**config.mk**
```make
export PLATFORM = sky130hd
export DESIGN_NAME = bsc_rr_arbiter
export DESIGN_NICKNAME = d
export VERILOG_FILES = /design/src/rtl/bsc_rr_arbiter.sv
export SDC_FILE = /design/constraint.sdc
export NUM_CORES = 1
export LEC_CHECK = 0
export BUFFER_PORTS_ARGS = -buffer_cell sky130_fd_sc_hd__buf_4
export CAP_MARGIN = 20
export CORE_MARGIN = 2
export CORE_UTILIZATION = 45
export DETAILED_ROUTE_END_ITERATION = 12
export PLACE_DENSITY = 0.73
export SLEW_MARGIN = 40
export SYNTH_ARGS = -nofsm -noshare
export SYNTH_HDL_FRONTEND = slang
export SYNTH_SLANG_ARGS = --single-unit
```
**constraint.sdc**
```tcl
create_clock -name clk -period 2.2 [get_ports clk]
set_clock_uncertainty 0.2 [all_clocks]
set_input_delay 0.11 -clock clk [delete_from_list [all_inputs] [get_ports clk]]
set_output_delay 0.11 -clock clk [all_outputs]
set_load 0.01 [all_outputs]
```
**src/rtl/bsc_rr_arbiter.sv**
```systemverilog
// Round-robin arbiter: N requesters share one resource, grant held until release, registered outputs.
// Optional forced release after HOLD_MAX cycles: define BSC_RR_ARBITER_HOLD_LIMIT_EN.
module bsc_rr_arbiter #(
  parameter int N        = 4,
  parameter int HOLD_MAX = 16,
  localparam int IW      = $clog2(N)
) (
  input  logic          clk,
  input  logic          reset,
  input  logic [N-1:0]  req,
  input  logic [N-1:0]  done,
  output logic [N-1:0]  gnt,
  output logic [IW-1:0] gnt_idx,
  output logic          busy,
  output logic          timeout
);

  typedef enum logic {IDLE, BUSY} state_t;

  state_t        state, state_next;
  logic [IW-1:0] ptr, ptr_next, idx_next, scan_start, win_idx, owner_inc;
  logic [N-1:0]  gnt_next, cand;
  logic          busy_next, win_found;
  logic          natural_rel, forced, rel;

  if (N < 2 || N > 16) begin : g_bad_n
    $error("bsc_rr_arbiter: N must be in 2..16");
  end
  if (HOLD_MAX < 1) begin : g_bad_hold
    $error("bsc_rr_arbiter: HOLD_MAX must be >= 1");
  end

  // Only the owner's own done/req can end a grant.
  assign natural_rel = (state == BUSY) && (done[gnt_idx] || !req[gnt_idx]);
  assign rel         = natural_rel || forced;
  assign owner_inc   = (gnt_idx == IW'(N-1)) ? '0 : gnt_idx + IW'(1);

`ifdef BSC_RR_ARBITER_HOLD_LIMIT_EN
  localparam int CW = $clog2(HOLD_MAX+1);
  logic [CW-1:0] hold_cnt;

  // Fires in the last allowed BUSY cycle so the handover lands after exactly HOLD_MAX cycles.
  assign forced = (state == BUSY) && !natural_rel && (hold_cnt == CW'(HOLD_MAX-1));

  always_ff @(posedge clk) begin
    if (reset) begin
      hold_cnt <= '0;
      timeout  <= 1'b0;
    end else begin
      timeout <= forced;
      if (state == IDLE || rel) hold_cnt <= '0;
      else                      hold_cnt <= hold_cnt + 1'b1;
    end
  end
`else
  assign forced  = 1'b0;
  assign timeout = 1'b0;
`endif

  always_comb begin : next_logic
    int j;
    // NOTE: every output of this block gets a default first so no path infers a latch.
    state_next = state;
    gnt_next   = gnt;
    idx_next   = gnt_idx;
    busy_next  = busy;
    ptr_next   = ptr;
    scan_start = ptr;
    cand       = '0;
    win_found  = 1'b0;
    win_idx    = '0;

    if (state == IDLE) begin
      cand = req;
    end else if (rel) begin
      ptr_next   = owner_inc;
      scan_start = owner_inc;
      cand       = req & ~gnt;
    end

    for (int k = 0; k < N; k++) begin
      j = int'(scan_start) + k;
      if (j >= N) j = j - N;
      if (!win_found && cand[j]) begin
        win_found = 1'b1;
        win_idx   = IW'(j);
      end
    end

    if (state == IDLE || rel) begin
      if (win_found) begin
        gnt_next   = {{(N-1){1'b0}}, 1'b1} << win_idx;
        idx_next   = win_idx;
        busy_next  = 1'b1;
        state_next = BUSY;
      end else begin
        gnt_next   = '0;
        busy_next  = 1'b0;
        state_next = IDLE;
      end
    end
  end

  always_ff @(posedge clk) begin
    // NOTE: non-blocking assignments so every register samples the same pre-edge values.
    if (reset) begin
      state   <= IDLE;
      gnt     <= '0;
      gnt_idx <= '0;
      busy    <= 1'b0;
      ptr     <= '0;
    end else begin
      state   <= state_next;
      gnt     <= gnt_next;
      gnt_idx <= idx_next;
      busy    <= busy_next;
      ptr     <= ptr_next;
    end
  end

endmodule

```
==> flow_metrics.env <==
export IMPL_status="finished with violations"
export IMPL_violations="negative setup slack"
export IMPL_p_leak_uw=0.0004454
export IMPL_drt_wl_total_microns=2194
export IMPL_worst_slack_ps=-58.22
export IMPL_die_h_microns=42.61
export IMPL_drc=0
export IMPL_setup_viol_count_final=4
export IMPL_vias=826
export IMPL_cts_tree="done"
export IMPL_cts_buffer_depth=2
export IMPL_dieWidth_microns=42.61
export IMPL_grt_overflow_total=0
export IMPL_drv_cap=0
export IMPL_synth_distinct_cells=40
export IMPL_gr_usage_all_layers_pct=24.18
export IMPL_crit_path_start_kind="flip-flop"
export IMPL_synth_cells=87
export IMPL_vias_per_cell=6.164
export IMPL_core_area_sq_um=1350
export IMPL_cts_root_buf="clkbuf_4"
export IMPL_ys_ff_latch=9
export IMPL_routedWlPerCell_microns=16.37
export IMPL_synth_net_count=98
export IMPL_critPathKind="flip-flop to flip-flop"
export IMPL_hold_ws_ps=117.2
export IMPL_rsz0062_at_grt="true"
export IMPL_ant_nets=0
export IMPL_layout_commonest_cell="buf_4"
export IMPL_clock_sinks=9
export IMPL_num_io_pins=18
export IMPL_drt_initial_drc_count=34
export IMPL_instances_no_fill=134
export IMPL_grt_max_degree=12
export IMPL_dpl_hpwl_microns=1487
export IMPL_min_period_ps=2258
export IMPL_crit_path_end_kind="flip-flop"
export IMPL_grt_pass1_vias=779
export IMPL_crit_chain="or4bb_4 > and4_4 > a22o_1 > a211oi_2 > a22oi_2 > a32o_1"
export IMPL_antenna_found_initial=0
export IMPL_dp_cells=127
export IMPL_io_buffers=16
export IMPL_power_density_nw_per_um2=1188
export IMPL_slowest_stage="or4bb_4"
export IMPL_cp_max_fo=6
export IMPL_postSynthAreaPerCell_sq_um=7.709
export IMPL_clk_latency_ps=270
export IMPL_syn_area_sq_um=670.6
export IMPL_min_period_over_period_pct=102.6
export IMPL_path_clk_slew_ps=60
export IMPL_drive_above_1_share_pct=50.42
export IMPL_peakVddDrop_mv=0.6902
export IMPL_fmax_ghz=0.4428
export IMPL_initial_core_util_pct=49.68
export IMPL_place_congestion=0.9565
export IMPL_dr_pass1_iters=4
export IMPL_hold_viol=0
export IMPL_arrival_ps=2220
export IMPL_ys_seq_area_share_pct=26.87
export IMPL_fin_nets=131
export IMPL_final_core_util_pct=76.92
export IMPL_core_rowCount=13
export IMPL_design_die_area_sq_um=1815
export IMPL_drv_slew=0
export IMPL_num_antenna_cells=0
export IMPL_grt_pass1_wl_microns=3298
export IMPL_final_cell_mix="buf_4 (30), nor2_1 (15), dfxtp_1 (7)"
export IMPL_ys_warn_count=0
export IMPL_htreeDepth=1
export IMPL_hp_class="input pin to flip-flop"
export IMPL_cp_slowest_stage_delay_ps=540
export IMPL_syn_to_final_growth_pct=54.85
export IMPL_critPathRequiredTime_ps=2160
export IMPL_numCtsBuffers=3
area by class of cell:
type / instances / area, sq um
multi-input combinational: 71 / 553.0
fill: 98 / 311.5
timing repair buffer: 32 / 246.5
sequential: 9 / 182.7
clock buffer: 4 / 26.28
tap: 15 / 18.77
inverter: 3 / 11.26
sequential cells by signal, indices dropped and copies added, names as in the netlist:
name / cells
gnt_idx: 2
ptr: 2
state: 1
gnt: 4
cells by family after synthesis:
logic type | share of synthesized area (%)
AND/OR/NAND/NOR | 34.52
AO/OA/AOI/OAI | 30.60
flip-flops | 26.87
buffers and inverters | 5.598
adder cells (fa/ha/maj) | 1.865
other | 0.5592
stage by stage:
stage / setup TNS, ps / setup slack, ps / power (uW) / area [sq um]
6_report: -103.5 / -58.22 / 1234 / 1039
4_1_cts: -59.28 / -31.08 / 1166 / 1001
3_3_place_gp: -180.6 / -63.73 / 920.0 / 890.9
3_5_place_dp: -497.0 / -114.0 / 932.9 / 890.9
5_1_grt: -422.4 / -122.0 / 1303 / 1039
2_1_floorplan: -42.79 / -22.16 / 665.2 / 680.7
synth_stat cells, drive strengths merged:
master   count  area (sq um)
nor2b        1         6.260
clkbuf       2         7.510
o31ai        1         7.510
nand4        1         12.51
o2111ai      1         15.01
or2b         2         15.01
buf          2         18.77
inv          3         11.26
a22o         2         17.52
a32o         1         10.01
o21ai        3         15.01
nor2        16         60.06
nand3        3         15.01
and4         1         8.760
o2bb2ai      2         17.52
a2bb2oi      1         8.760
nand2b       1         6.260
a22oi        3         27.52
a31oi        1         6.260
o22ai        1         6.260
a21bo        1         10.01
or4bb        2         22.52
nor3b        1         7.510
o32ai        1         8.760
ha           1         12.51
nand4b       1         8.760
or2          1         6.260
and2         1         8.760
dfxtp        9         180.2
or4b         1         10.01
nand3b       1         7.510
conb         1         3.750
a211oi       2         20.02
nand2        9         36.29
a21oi        7         35.03
path summary, 6_finish.rpt:
path / startpoint / to / slack (ps) / cells past startpoint
min reg2reg: gnt[2]$_SDFFE_PP0N_ / gnt[2]$_SDFFE_PP0N_ / 270 / 2
max reg2reg: gnt_idx[1]$_SDFFE_PP0P_ / gnt[0]$_SDFFE_PP0N_ / -60 / 6
max: gnt_idx[1]$_SDFFE_PP0P_ / gnt[0]$_SDFFE_PP0N_ / -60 / 6
min: req[0] / gnt_idx[1]$_SDFFE_PP0P_ / 120 / 4
layer usage:
layer	GRT usage, %	up-vias	share of wire [%]
li1	-	383	-
met1	26.68	393	43
met2	41.54	42	50
met3	3.879	8	5.0
met4	16.88	0	2.1
met5	0	-	0
power breakdown:
group / internal, uW / switching, uW / total, uW
clock network: 70.1 / 60.7 / 131
registers: 224 / 49.4 / 274
logic: 418 / 411 / 829
total: 712 / 521 / 1230
critical path: cells and delay by family (launching register included):
kind               cells  cell delay (ps)
AOI/OAI and AO/OA      4              820
DFF                    1              330
and+or+nand+nor        2              800
repair_timing:
item / 4_1_cts / 5_1_grt
resized for setup: 13 / 9
endpoints found under the hold margin: 7 / 0
hold buffers: 1 / 0
pin swaps: 7 / 8
setup endpoints to repair: 6 / 6
buffers inserted: 2 / 0
Power figures use the tool's default switching activity.
